### src/rtl/data_mem_arbiter.sv
// Arbitrates a single-port data memory between the CPU data port (m0) and the DMA/loader (m1).
// Registered round-robin grant with capped lock bursts; read data returned registered with a pulse.
module data_mem_arbiter #(
   parameter  int ADDR_W    = 32,
   parameter  int DATA_W    = 32,
   parameter  int MAX_BURST = 4,
   localparam int CNT_W     = $clog2(MAX_BURST + 1)
) (
   input  logic              clk,
   input  logic              rst_n,

   input  logic              m0_req,
   input  logic              m0_wen,
   input  logic              m0_lock,
   input  logic [ADDR_W-1:0] m0_addr,
   input  logic [DATA_W-1:0] m0_wdata,
   output logic              m0_gnt,
   output logic              m0_rvalid,
   output logic [DATA_W-1:0] m0_rdata,

   input  logic              m1_req,
   input  logic              m1_wen,
   input  logic              m1_lock,
   input  logic [ADDR_W-1:0] m1_addr,
   input  logic [DATA_W-1:0] m1_wdata,
   output logic              m1_gnt,
   output logic              m1_rvalid,
   output logic [DATA_W-1:0] m1_rdata,

   output logic              data_wen,
   output logic [ADDR_W-1:0] data_addr,
   output logic [DATA_W-1:0] data_write,
   input  logic [DATA_W-1:0] data_read,

   output logic [1:0]        dbg_state,
   output logic [CNT_W-1:0]  dbg_burst_cnt
);

   typedef enum logic [1:0] {
      ST_IDLE = 2'd0,
      ST_OWN0 = 2'd1,
      ST_OWN1 = 2'd2
   } state_t;

   localparam logic [CNT_W-1:0] MAX_CNT = CNT_W'(MAX_BURST);

   state_t             state;
   state_t             state_nxt;
   state_t             contend;
   logic               last;
   logic [CNT_W-1:0]   burst_cnt;
   logic               keep0;
   logic               keep1;
   logic               rd0;
   logic               rd1;

   // Handshake: a transfer happens in every cycle where req & gnt are both high; the requester
   // holds wen/addr/wdata stable from req rise through that cycle. gnt with req low is a wasted cycle.
   always_comb begin
      keep0 = m0_req && (!m1_req || (m0_lock && (burst_cnt < MAX_CNT)));
      keep1 = m1_req && (!m0_req || (m1_lock && (burst_cnt < MAX_CNT)));

      if (m0_req && m1_req) begin
         contend = last ? ST_OWN0 : ST_OWN1;
      end else if (m0_req) begin
         contend = ST_OWN0;
      end else if (m1_req) begin
         contend = ST_OWN1;
      end else begin
         contend = ST_IDLE;
      end

      state_nxt = contend;
      case (state)
         ST_OWN0: if (keep0) state_nxt = ST_OWN0;
         ST_OWN1: if (keep1) state_nxt = ST_OWN1;
         default: ;
      endcase
   end

   // last starts at 1 so m0 wins the first tie after reset.
   always_ff @(posedge clk or negedge rst_n) begin
      if (!rst_n) begin
         state     <= ST_IDLE;
         last      <= 1'b1;
         burst_cnt <= '0;
         m0_gnt    <= 1'b0;
         m1_gnt    <= 1'b0;
      end else begin
         state  <= state_nxt;
         m0_gnt <= (state_nxt == ST_OWN0);
         m1_gnt <= (state_nxt == ST_OWN1);
         if (state_nxt == ST_IDLE) begin
            burst_cnt <= '0;
         end else if (state_nxt == state) begin
            if (burst_cnt != MAX_CNT) burst_cnt <= burst_cnt + 1'b1;
         end else begin
            burst_cnt <= {{(CNT_W-1){1'b0}}, 1'b1};
            last      <= (state_nxt == ST_OWN1);
         end
      end
   end

   assign dbg_state     = state;
   assign dbg_burst_cnt = burst_cnt;

   // Memory side follows the registered owner; data_wen also needs the owner's live req.
   always_comb begin
      data_wen   = 1'b0;
      data_addr  = '0;
      data_write = '0;
      if (m0_gnt) begin
         data_wen   = m0_req && m0_wen;
         data_addr  = m0_addr;
         data_write = m0_wdata;
      end else if (m1_gnt) begin
         data_wen   = m1_req && m1_wen;
         data_addr  = m1_addr;
         data_write = m1_wdata;
      end
   end

   assign rd0 = m0_gnt && m0_req && !m0_wen;
   assign rd1 = m1_gnt && m1_req && !m1_wen;

   always_ff @(posedge clk or negedge rst_n) begin
      if (!rst_n) begin
         m0_rvalid <= 1'b0;
         m1_rvalid <= 1'b0;
         m0_rdata  <= '0;
         m1_rdata  <= '0;
      end else begin
         m0_rvalid <= rd0;
         m1_rvalid <= rd1;
         if (rd0) m0_rdata <= data_read;
         if (rd1) m1_rdata <= data_read;
      end
   end

endmodule
### config.mk
export PLATFORM = sky130hd
export DESIGN_NAME = data_mem_arbiter
export DESIGN_NICKNAME = d
export VERILOG_FILES = /design/src/rtl/data_mem_arbiter.sv
export SDC_FILE = /design/constraint.sdc
export NUM_CORES = 1
export LEC_CHECK = 0
export CORE_AREA = 2 2 120 122
export DETAILED_ROUTE_END_ITERATION = 6
export DIE_AREA = 0 0 122 124
export HOLD_SLACK_MARGIN = 0.1
export PLACE_DENSITY = 0.71
export REMOVE_ABC_BUFFERS = 1
export SLEW_MARGIN = 20
export SYNTH_ARGS = -nofsm -noshare
export SYNTH_HDL_FRONTEND = slang
export SYNTH_SLANG_ARGS = --single-unit
### constraint.sdc
create_clock -name clk -period 3.9 [get_ports clk]
set_input_delay 1.17 -clock clk [delete_from_list [all_inputs] [get_ports clk]]
set_output_delay 1.17 -clock clk [all_outputs]
set_load 0.03 [all_outputs]
* After elaboration in Yosys (flattened, before gate mapping)
Index checks and enable logic that the tools add are counted.
** Operators by class
- Add/sub/neg operators :: 1
- Magnitude comparators :: 1
- Eq/ne operators :: 7
- Multiplexer cells :: 16
- Bitwise logic cells :: 2
- Reduce and logical (&&, ||, !) cells :: 19
** Operators with widths (number)
- two-way mux 32 bit :: 4
- two-way mux 2 bit :: 6
- logical AND 1 bit :: 11
- two-way mux 3 bit :: 3
- equality test 2 x 1 -> 1 bit (second input constant) :: 2
- equality test 2 bit (second input constant) :: 2
- logical NOT 1 bit :: 4
- case mux 2 bit (2 select lines) :: 1
- adder 3 x 1 -> 3 bit (second input constant) :: 1
- < comparator 3 bit (second input constant) :: 1
- != test 3 x 2 -> 1 bit (second input constant) :: 1
- != test 3 bit (second input constant) :: 1
- equality test 2 bit :: 1
- logical NOT 2 bit :: 1
- logical OR 1 bit :: 2
- two-way mux 1 bit :: 2
- inverter 1 bit :: 2
- AND reduction 2 bit :: 1
** Word-level totals
- Register bits :: 74
- Bits of input ports :: 168
- Output and inout port bits :: 138
- Logic and storage cells :: 55

* Depth between registers and ports, before layout
Gate-level depths: netlist of the first run.
- Depth after elaboration :: 9
- Depth in mapped cells :: 9
- Gate-level depth less buffers :: 8

* Worst setup path before layout of the first run
No wires, ideal clock.
- Path type :: in2out
- Start :: input m1_wen
- End :: output data_wen
- Arrival time :: 1.933 ns
- Data required time :: 2.730 ns
- Slack :: 0.797 ns
- Stages :: 2
- Path buffers :: 0
- Cells stage by stage :: nand3_1 -> o21ai_0
** On the way
- Word-level cells in the longest chain between the ends :: 3
** Ends and longest elaborated chain
- start, declared :: line 22 : input logic m1_wen,
- logical AND 1 bit :: line 117 : data_wen = m1_req && m1_wen;
- two-way mux 1 bit :: line 116 : end else if (m1_gnt) begin
- two-way mux 1 bit :: line 112 : if (m0_gnt) begin
- end, declared :: line 30 : output logic data_wen,
No other way between the ends.

* Final worst setup path of the first run
- Start :: input m1_addr[26]
- End :: output data_addr[26]
** On the way
- Word-level cells in the longest chain between the ends :: 2
** Ends and longest elaborated chain
- start, declared :: line 24 : input logic [ADDR_W-1:0] m1_addr,
- two-way mux 32 bit :: line 116
- two-way mux 32 bit :: line 112
- end, declared :: line 31 : output logic [ADDR_W-1:0] data_addr,
No other way between the ends.

==> out/results.tsv, run 1 <==
stage	metric	value	unit
power_and_ir_drop	total chip power	6.06	mW
setup_path	CP Capture Type	primary output	
route	Pre-antenna DRT Iters	4	
setup_path	WP data required	2.73	ns
placed_design	gpl congestion	0.827	
placed_design	Inst Count DP	881	
setup_path	Crit path largest cell delay	0.72	ns
timing	max frequency	260	MHz
yosys	synth warn	0	
floorplanning	io pins	306	
yosys	Mapped Area	3610	um^2
yosys	Avg Inst Size Synth	8.68	um^2
cts	CTS H-tree depth	3	
cts	Clock Path Buffers	2	
cts	post-CTS resize count	0	
floorplanning	core footprint	13700	um^2
power_and_ir_drop	Switching Share	46.3	%
placed_design	Setup WS pre-CTS	0.0805	ns
cts	Clock transition at path regs	0.06	ns
cts	clock latency on the worst-skew pair	0.32	ns
yosys	Post-synth EDFFs	0	
cts	clk sinks	74	
cts	cts bufs inserted	9	
cts	number of setup buffers added after CTS	0	
route	drt drc	0	
power_and_ir_drop	Seq pwr share	22.9	%
hold_path	Hold Path Depth	2	
placed_design	DP Wirelength	12400	um
grt	global route total overflow	0	
yosys	number of distinct library cells after synthesis	36	
setup_path	crit-path most repeated cell	clkdlybuf4s50_1	
cells_and_area	FILL cells	1251	
yosys	Post-Syn Instances	416	
power_and_ir_drop	internal power	3.25	mW
setup_path	CP Data Arrival Time	2.67	ns
timing	Tmin final	3.84	ns
power_and_ir_drop	pwr dens	849	nW/um^2
hold_path	Hold Crit Class	flip-flop to flip-flop	
route	Post-Route WL	15800	um
timing	post-route worst setup slack	0.0576	ns
route	Routed wire per std cell	17.6	um
run	Max Cap Viol	0	
power_and_ir_drop	combinational share of power	63.8	%
setup_path	critical path's slowest cell	clkdlybuf4s50_1	
grt	GRT Overall Usage	19.9	%
route	Iteration-0 DRC Markers	167	
power_and_ir_drop	switching power total	2.81	mW
cells_and_area	Layout area overhead	97.6	%
yosys	register bit count reported by yosys	74	
timing	Worst Skew	0.00823	ns
floorplanning	Die H	124	um
cells_and_area	final cell count without fillers	897	
cells_and_area	layout cells sized above 1	4.33	%
setup_path	path depth of the worst reg2reg path	7	
timing	worst slew pin tran	0.922	ns
cells_and_area	commonest non-fill, non-tap cell in the layout	clkdlybuf4s50_1	
grt	largest net degree at the start of global routing	75	
cts	Post-CTS Hold Fix Bufs	0	
route	vias per cell	4.63	
timing	final hold violations	0	
setup_path	crit path max fanout	1	
cells_and_area	Final Util	52.0	%
yosys	Async SR Flop Fraction	100	%
power_and_ir_drop	clock power share	13.4	%
cts	CTS tree	yes	
floorplanning	Starting Density	26.3	%
timing	Slew headroom	38.6	%
setup_path	Setup CP Type	input pin to primary output	
timing	worst hold slack	0.471	ns
yosys	most common flop cell mapped by yosys	dfrtp_1	
timing	Max Slew Vio Count	0	
grt	first-pass GRT wire length	22900	um
cts	Root Driver	clkbuf_16	
timing	RSZ-0062 raised after global routing	false	
power_and_ir_drop	total leakage power	3.21	nW
setup_path	CP Launch Type	input pin	
timing	Setup-failing EPs final	0	
power_and_ir_drop	peak supply drop	426	uV
placed_design	Port Buffers	305	
floorplanning	Rows	43	
floorplanning	die area	15100	um^2
cells_and_area	Final #Nets	884	
route	post-route ant nets	0	
route	via count	4153	
grt	vias in the first global route	4220	
setup_path	crit path cell chain	clkdlybuf4s50_1 > nand2_1 > o21ai_0 > clkdlybuf4s50_1	
timing	Period Utilization, post-route	98.5	%
status	status	completed	
cells_and_area	commonest non-fill, non-tap cells in the layout	clkdlybuf4s50_1 (301), nand2_1 (199), dfrtp_1 (72), a22o_1 (62), buf_4 (12)	
floorplanning	width of the die	122	um
yosys	post-synthesis sequential area ratio	51.3	%
grt	antenna violations before repair	3	
path summary, 6_finish.rpt:
check	start	endpoint	slack, ns
max reg2reg	dbg_state[0]$_DFF_PN0_	dbg_burst_cnt[1]$_DFFE_PN0P_	1.62
max	m1_addr[26]	data_addr[26]	0.06
max in group asynchronous	rst_n	m0_gnt$_DFF_PN0_	2.26
min	m1_rdata[6]$_DFFE_PN0P_	m1_rdata[6]$_DFFE_PN0P_	0.47
min reg2reg	m1_rdata[6]$_DFFE_PN0P_	m1_rdata[6]$_DFFE_PN0P_	0.47
min in group asynchronous	rst_n	m0_rdata[25]$_DFFE_PN0P_	0.99
cell usage after synthesis, drive strengths merged (3+ instances only):
| cell type | n | area [um^2] |
|---|---|---|
| clkbuf | 25 | 93.8 |
| nand3b | 4 | 30.0 |
| buf | 3 | 12.5 |
| ha | 4 | 50.1 |
| nand3 | 3 | 15.0 |
| dfrtp | 73 | 1830 |
| o21ai | 7 | 35.0 |
| nand2 | 199 | 747 |
| inv | 9 | 33.8 |
| a22o | 62 | 543 |
registers in the layout (all words and copies together), names as in the netlist:
register,count
m0_gnt,1
m0_rdata,32
dbg_burst_cnt,3
m0_rvalid,1
last,1
m1_rvalid,1
m1_gnt,1
dbg_state,2
m1_rdata,32
power by group through the flow:
| stage | Combinational [mW] | Sequential, mW | Clock [mW] |
|---|---|---|---|
| 3_3_place_gp | 3.84 | 1.38 | 0 |
| 6_report | 3.86 | 1.39 | 0.809 |
| 2_1_floorplan | 1.39 | 2.10 | 0 |
| 3_5_place_dp | 3.88 | 1.40 | 0 |
| 5_1_grt | 4.09 | 1.44 | 0.866 |
| 4_1_cts | 3.89 | 1.39 | 0.828 |
final cells by class:
cell class / instances / area [um^2] / area share, %
sequential: 74 / 1850 / 26.0
timing repair buffer: 313 / 3100 / 43.5
antenna: 1 / 2.50 / 0.0351
inverter: 9 / 33.8 / 0.473
multi-input combinational: 305 / 1630 / 22.8
clock inverter: 6 / 67.6 / 0.947
clock buffer: 9 / 225 / 3.16
tap: 180 / 225 / 3.16
logic make-up (layout without fill, tap and decap cells):
family | after synthesis | after routing | share of synthesized area [%]
adders and majority gates | 4 | 4 | 1.39
buffers and inverters | 37 | 337 | 3.88
muxes | 1 | 1 | 0.277
AOI/OAI and AO/OA | 80 | 80 | 18.4
xor gates and xnor gates | 2 | 2 | 0.485
and+or+nand+nor | 218 | 218 | 24.3
DFF | 74 | 74 | 51.3
other | 0 | 1 | 0
metal layers:
metal	GRT usage [%]	share of wire (%)	routed length [um]
met1	21.2	37	5770
met3	7.69	10	1650
met2	36.2	51	7980
met5	0	0.17	27
met4	6.39	2.1	333
worst max-delay path, delay by kind of cell:
family	cells	cell delay (ns)
compound gates	1	0.25
buf+inv	2	1.18
simple gates	1	0.07
per-stage QoR:
stage                     TNS (ns)  instance area [um^2]
after global routing             0                  7140
after CTS                        0                  7140
after floorplan             -71.68                  3510
final                            0                  7140
after detailed placement         0                  6840
after global placement           0                  6840
Power figures use the tool's default switching activity.
==> run 2: changes to the inputs <==
--- a/config.mk
+++ b/config.mk
@@ -5,12 +5,15 @@
 export SDC_FILE = /design/constraint.sdc
 export NUM_CORES = 1
 export LEC_CHECK = 0
-export CORE_AREA = 2 2 120 122
+export CELL_PAD_IN_SITES_DETAIL_PLACEMENT = 0
+export CELL_PAD_IN_SITES_GLOBAL_PLACEMENT = 2
+export CORE_UTILIZATION = 17
 export DETAILED_ROUTE_END_ITERATION = 6
-export DIE_AREA = 0 0 122 124
 export HOLD_SLACK_MARGIN = 0.1
-export PLACE_DENSITY = 0.71
+export MAX_ROUTING_LAYER = met4
+export PLACE_DENSITY = 0.88
 export REMOVE_ABC_BUFFERS = 1
+export SETUP_SLACK_MARGIN = 0.02
 export SLEW_MARGIN = 20
 export SYNTH_ARGS = -nofsm -noshare
 export SYNTH_HDL_FRONTEND = slang
==> run 2 against run 1 <==
Net effect: largest cell class unchanged; critical endpoint unchanged; die area increased by 44%; critical path type unchanged; sequential power decreased by 3%; global-route usage decreased by 4.6 points; highest routed layer is now met4; sequential share of layout area decreased by 0.67 points; clock power increased by 2.8%; wire length increased by 6.2%; first-iteration DRC count decreased by 31%; combinational power increased by 2%; hold slack about the same; setup slack improved by 0.12 ns.
==> out/results.tsv, run 2 (synthesis results as in run 1) <==
stage	metric	value	unit	change
setup_path	Setup CP Type	input pin to primary output		
floorplanning	core footprint	20600	um^2	+50%
run	Max Cap Viol	0		unchanged
timing	Slew headroom	51.4	%	+13 points
placed_design	gpl congestion	0.851		+2.9%
grt	vias in the first global route	3979		-5.7%
cells_and_area	layout cells sized above 1	4.58	%	+0.25 points
cts	clock latency on the worst-skew pair	0.33	ns	about the same
cts	CTS tree	yes		
floorplanning	Die H	148	um	+19%
timing	final hold violations	0		unchanged
cts	Root Driver	clkbuf_16		
setup_path	CP Data Arrival Time	2.55	ns	-0.12 ns
placed_design	DP Wirelength	13100	um	+5.6%
grt	largest net degree at the start of global routing	63		-16%
grt	antenna violations before repair	4		+1
timing	Tmin final	3.72	ns	-0.123 ns
timing	RSZ-0062 raised after global routing	false		
timing	max frequency	269	MHz	+3.3%
setup_path	WP data required	2.73	ns	about the same
route	Pre-antenna DRT Iters	4		unchanged
route	via count	4115		-0.92%
cts	CTS H-tree depth	3		unchanged
timing	Period Utilization, post-route	95.4	%	-3.2 points
placed_design	Port Buffers	305		unchanged
route	post-route ant nets	0		unchanged
hold_path	Hold Crit Class	flip-flop to flip-flop		
power_and_ir_drop	peak supply drop	382	uV	-11%
floorplanning	io pins	306		unchanged
power_and_ir_drop	pwr dens	834	nW/um^2	-1.7%
setup_path	CP Launch Type	input pin		
power_and_ir_drop	total leakage power	3.22	nW	+0.48%
cts	clk sinks	74		unchanged
timing	Max Slew Vio Count	0		unchanged
cts	Clock transition at path regs	0.06	ns	about the same
hold_path	Hold Path Depth	2		unchanged
route	Iteration-0 DRC Markers	115		-31%
timing	Setup TNS Final	0	ns	unchanged
cells_and_area	Layout area overhead	103	%	
cells_and_area	Final Util	35.6	%	-16 points
timing	worst slew pin tran	0.729	ns	-0.193 ns
cells_and_area	commonest non-fill, non-tap cell in the layout	clkdlybuf4s50_1		
floorplanning	width of the die	148	um	+21%
grt	GRT Overall Usage	15.4	%	-4.6 points
setup_path	path depth of the worst reg2reg path	7		unchanged
grt	global route total overflow	0		unchanged
timing	worst hold slack	0.470	ns	-0.000415 ns
route	Post-Route WL	16700	um	+6.2%
floorplanning	Rows	52		+21%
floorplanning	Starting Density	17.6	%	-8.8 points
cells_and_area	Final #Nets	887		+0.34%
cts	Clock Path Buffers	2		unchanged
route	Routed wire per std cell	16.8	um	-4.1%
cells_and_area	commonest non-fill, non-tap cells in the layout	clkdlybuf4s50_1 (303), nand2_1 (199), dfrtp_1 (72), a22o_1 (62), buf_4 (10)		
route	drt drc	0		unchanged
timing	Setup-failing EPs final	0		unchanged
setup_path	CP Capture Type	primary output		
floorplanning	die area	21800	um^2	+44%
cts	number of setup buffers added after CTS	0		unchanged
cts	post-CTS resize count	0		unchanged
grt	first-pass GRT wire length	24200	um	+5.9%
route	vias per cell	4.14		-11%
status	status	completed		
cells_and_area	post-route cell area	7330	um^2	+2.6%
cts	cts bufs inserted	9		unchanged
setup_path	crit path max fanout	1		unchanged
placed_design	placed cell area	7020	um^2	+2.6%
setup_path	worst reg-to-reg setup slack	1.60	ns	-0.02 ns
cts	Post-CTS Hold Fix Bufs	0		unchanged
timing	Worst Skew	0.00863	ns	+0.000403 ns
-- run 2: critical path, stage by stage --
cell	delay, ns
clkdlybuf4s50_1	0.45
nand2_1	0.08
o21ai_0	0.16
clkdlybuf4s50_1	0.68
-- run 2: layout make-up --
class	instances	area, um^2
Fill cell	2158	13200
Timing Repair Buffer	316	3170
Sequential cell	74	1850
Multi-Input combinational cell	305	1630
Tap cell	270	338
Clock buffer	9	225
Clock inverter	7	70.1
Inverter	9	33.8
Antenna cell	4	10.0
-- run 2: per-stage QoR --
step                      power [mW]  std cells  setup slack [ns]
after floorplan                 3.50        388             -1.16
after CTS                       6.20        990             0.170
after global placement          5.33        974             0.164
final                           6.11        994             0.181
after detailed placement        5.33        974             0.170
after global routing            6.46        994             0.112
-- run 2: worst paths after layout --
kind / from / endpoint
setup reg to reg: dbg_state[0]$_DFF_PN0_ / dbg_burst_cnt[1]$_DFFE_PN0P_
min in group asynchronous: rst_n / m1_rdata[26]$_DFFE_PN0P_
setup / recovery: m1_addr[26] / data_addr[26]
hold / removal: m0_rdata[28]$_DFFE_PN0P_ / m0_rdata[28]$_DFFE_PN0P_
hold reg to reg: m0_rdata[28]$_DFFE_PN0P_ / m0_rdata[28]$_DFFE_PN0P_
max in group asynchronous: rst_n / m0_rdata[0]$_DFFE_PN0P_
-- run 2: per-layer routing --
layer | share of wire, % | vias up | GRT usage (%) | wire length, um
li1 | - | 2003 | - | -
met3 | 7.1 | 19 | 4.38 | 1190
met5 | 0 | - | - | 0
met4 | 2.1 | 0 | 5.52 | 351
met1 | 39 | 1928 | 16.7 | 6540
met2 | 52 | 165 | 26.6 | 8660
-- run 2: report_power, final --
part	leakage [nW]	total [mW]	switching [mW]	internal [mW]
Clock	0.133	0.832	0.339	0.493
Combinational	2.16	3.93	2.28	1.65
Sequential	0.928	1.35	0.217	1.13
==> run 3: changes to the inputs <==
--- a/config.mk
+++ b/config.mk
@@ -13,7 +13,7 @@
 export MAX_ROUTING_LAYER = met4
 export PLACE_DENSITY = 0.88
 export REMOVE_ABC_BUFFERS = 1
-export SETUP_SLACK_MARGIN = 0.02
+export SETUP_SLACK_MARGIN = 0.2
 export SLEW_MARGIN = 20
 export SYNTH_ARGS = -nofsm -noshare
 export SYNTH_HDL_FRONTEND = slang
==> run 3 against run 2 <==
Net effect: final cell count did not move; largest power group unchanged; wire length fell by 0.10%; first-iteration DRC count fell by 1.7%; utilization did not move; design area did not move; largest cell class unchanged; highest routed layer unchanged; via count fell by 0.39%; setup slack improved by 0.065 ns.
==> out/results.tsv, run 3 (synthesis results as in run 1) <==
stage	metric	value	unit	change
cells_and_area	FILL cells	2160		+0.093%
grt	largest net degree at the start of global routing	63		unchanged
timing	Tmin final	3.65	ns	-0.0645 ns
setup_path	CP Launch Type	input pin		
setup_path	CP Data Arrival Time	2.48	ns	-0.07 ns
cells_and_area	Layout area overhead	103	%	unchanged
setup_path	WP data required	2.73	ns	about the same
cells_and_area	Multi-input gate area	1630	um^2	unchanged
floorplanning	Die H	148	um	unchanged
cts	number of setup buffers added after CTS	0		unchanged
setup_path	worst reg-to-reg setup slack	1.60	ns	about the same
cells_and_area	commonest non-fill, non-tap cells in the layout	clkdlybuf4s50_1 (294), nand2_1 (199), dfrtp_1 (72), a22o_1 (62), buf_4 (10)		
setup_path	Setup CP Type	input pin to primary output		
route	via count	4099		-0.39%
route	post-route ant nets	0		unchanged
route	uppermost layer routed	met4		
timing	worst slew pin tran	0.728	ns	-0.000906 ns
cells_and_area	Final #Nets	887		unchanged
power_and_ir_drop	total leakage power	3.29	nW	+2.1%
grt	GRT Overall Usage	15.4	%	about the same
cts	Clock Path Buffers	2		unchanged
hold_path	Hold Crit Class	flip-flop to flip-flop		
cts	Root Driver	clkbuf_16		
power_and_ir_drop	peak supply drop	382	uV	about the same
setup_path	CP Capture Type	primary output		
route	vias per cell	4.12		-0.39%
cts	CTS H-tree depth	3		unchanged
status	status	completed		
cells_and_area	register area	1850	um^2	unchanged
grt	first-pass GRT wire length	24200	um	about the same
run	Max Cap Viol	0		unchanged
timing	Worst Skew	0.00868	ns	+0.0000459 ns
timing	Max Slew Vio Count	0		unchanged
grt	antenna violations before repair	4		unchanged
cells_and_area	commonest non-fill, non-tap cell in the layout	clkdlybuf4s50_1		
timing	Period Utilization, post-route	93.7	%	-1.7 points
power_and_ir_drop	pwr dens	831	nW/um^2	-0.40%
cts	clock latency on the worst-skew pair	0.33	ns	about the same
setup_path	crit path from	m0_wdata[3]		
route	Routed wire per std cell	16.8	um	-0.10%
placed_design	Port Buffers	305		unchanged
timing	Setup-failing EPs final	0		unchanged
cells_and_area	layout cells sized above 1	4.58	%	unchanged
grt	vias in the first global route	3979		unchanged
route	Post-Route WL	16700	um	-0.10%
route	DR WL met2	8610	um	-0.57%
placed_design	gpl congestion	0.851		unchanged
cts	cts bufs inserted	9		unchanged
setup_path	crit path max fanout	1		unchanged
cts	CTS tree	yes		
setup_path	path depth of the worst reg2reg path	7		unchanged
timing	worst hold slack	0.470	ns	+0.0000420 ns
setup_path	crit path capture	data_write[3]		
cts	clk sinks	74		unchanged
cells_and_area	final cell count without fillers	994		unchanged
route	drt drc	0		unchanged
cells_and_area	Final Util	35.6	%	unchanged
floorplanning	Starting Density	17.6	%	unchanged
floorplanning	core footprint	20600	um^2	unchanged
placed_design	Inst Count DP	974		unchanged
timing	final hold violations	0		unchanged
cts	Clock transition at path regs	0.06	ns	about the same
floorplanning	Rows	52		unchanged
route	DR WL met3	1160	um	-1.9%
route	M1 WL	6600	um	+0.81%
floorplanning	width of the die	148	um	unchanged
setup_path	reg2reg start	dbg_state[0]$_DFF_PN0_		
placed_design	DP Wirelength	13100	um	unchanged
floorplanning	die area	21800	um^2	unchanged
timing	RSZ-0062 raised after global routing	false		
timing	max frequency	274	MHz	+1.8%
timing	Slew headroom	51.5	%	+0.060 points
setup_path	RR Endpoint	dbg_burst_cnt[1]$_DFFE_PN0P_		
floorplanning	io pins	306		unchanged
route	Iteration-0 DRC Markers	113		-1.7%
route	Pre-antenna DRT Iters	4		unchanged
grt	global route total overflow	0		unchanged
==> run 3: cell types whose count changed in the layout (fill, tap and decap cells not counted) <==
cell / previous run / this run
dlymetal6s2s_1: 0 / 3
dlygate4sd2_1: 0 / 6
clkdlybuf4s50_1: 303 / 294
==> run 3: worst max-delay path, cell delays in order <==
cell and delay, ns:
clkdlybuf4s50_1 0.47, a22o_1 0.17, clkdlybuf4s50_1 0.67
==> run 3: what timing repair did <==
| action | CTS | global route |
|---|---|---|
| setup endpoints to repair | 6 | 3 |
| hold endpoints to repair | 0 | 0 |
| pin swaps | 0 | 0 |
| gates resized for setup | 6 | 3 |
| hold buffers | 0 | 0 |
==> run 3: worst min path at each step <==
stage	startpoint	endpoint	slack [ns]	cells after the start
2_1_floorplan	m0_rdata[0]$_DFFE_PN0P_	m0_rdata[0]$_DFFE_PN0P_	0.65	2
3_3_place_gp	m1_rdata[16]$_DFFE_PN0P_	m1_rdata[16]$_DFFE_PN0P_	0.46	2
3_5_place_dp	m1_rdata[18]$_DFFE_PN0P_	m1_rdata[18]$_DFFE_PN0P_	0.46	2
4_1_cts	m0_rdata[13]$_DFFE_PN0P_	m0_rdata[13]$_DFFE_PN0P_	0.48	2
5_1_grt	m1_rdata[1]$_DFFE_PN0P_	m1_rdata[1]$_DFFE_PN0P_	0.49	2
6_report	m0_rdata[28]$_DFFE_PN0P_	m0_rdata[28]$_DFFE_PN0P_	0.47	2
==> run 3: layout make-up <==
type                            count  area share (%)
Sequential cell                    74            25.3
Multi-Input combinational cell    305            22.2
Timing Repair Buffer              316            43.2
Tap cell                          270            4.61
Inverter                            9           0.461
Clock buffer                        9            3.07
Clock inverter                      7           0.956
Antenna cell                        4           0.137
==> run 3: stage by stage <==
| stage | setup TNS [ns] | total power [mW] | setup slack (ns) | area (um^2) |
|---|---|---|---|---|
| finish | 0 | 6.09 | 0.245 | 7330 |
| global route | 0 | 6.43 | 0.204 | 7330 |
| CTS | 0 | 6.18 | 0.211 | 7310 |
| detailed placement | 0 | 5.33 | 0.170 | 7020 |
| global placement | 0 | 5.33 | 0.164 | 7020 |
| floorplan | -71.68 | 3.50 | -1.16 | 3510 |
==> run 3: layer usage <==
layer	up-vias	track usage (%)
li1	2003	-
met3	18	4.32
met4	0	5.52
met5	-	-
met2	161	26.6
met1	1917	16.8
==> run 3: where the power goes <==
part	leakage [nW]	internal, mW	switching [mW]
clock network	0.133	0.493	0.338
registers	0.928	1.13	0.217
logic	2.23	1.63	2.28
total	3.29	3.25	2.83
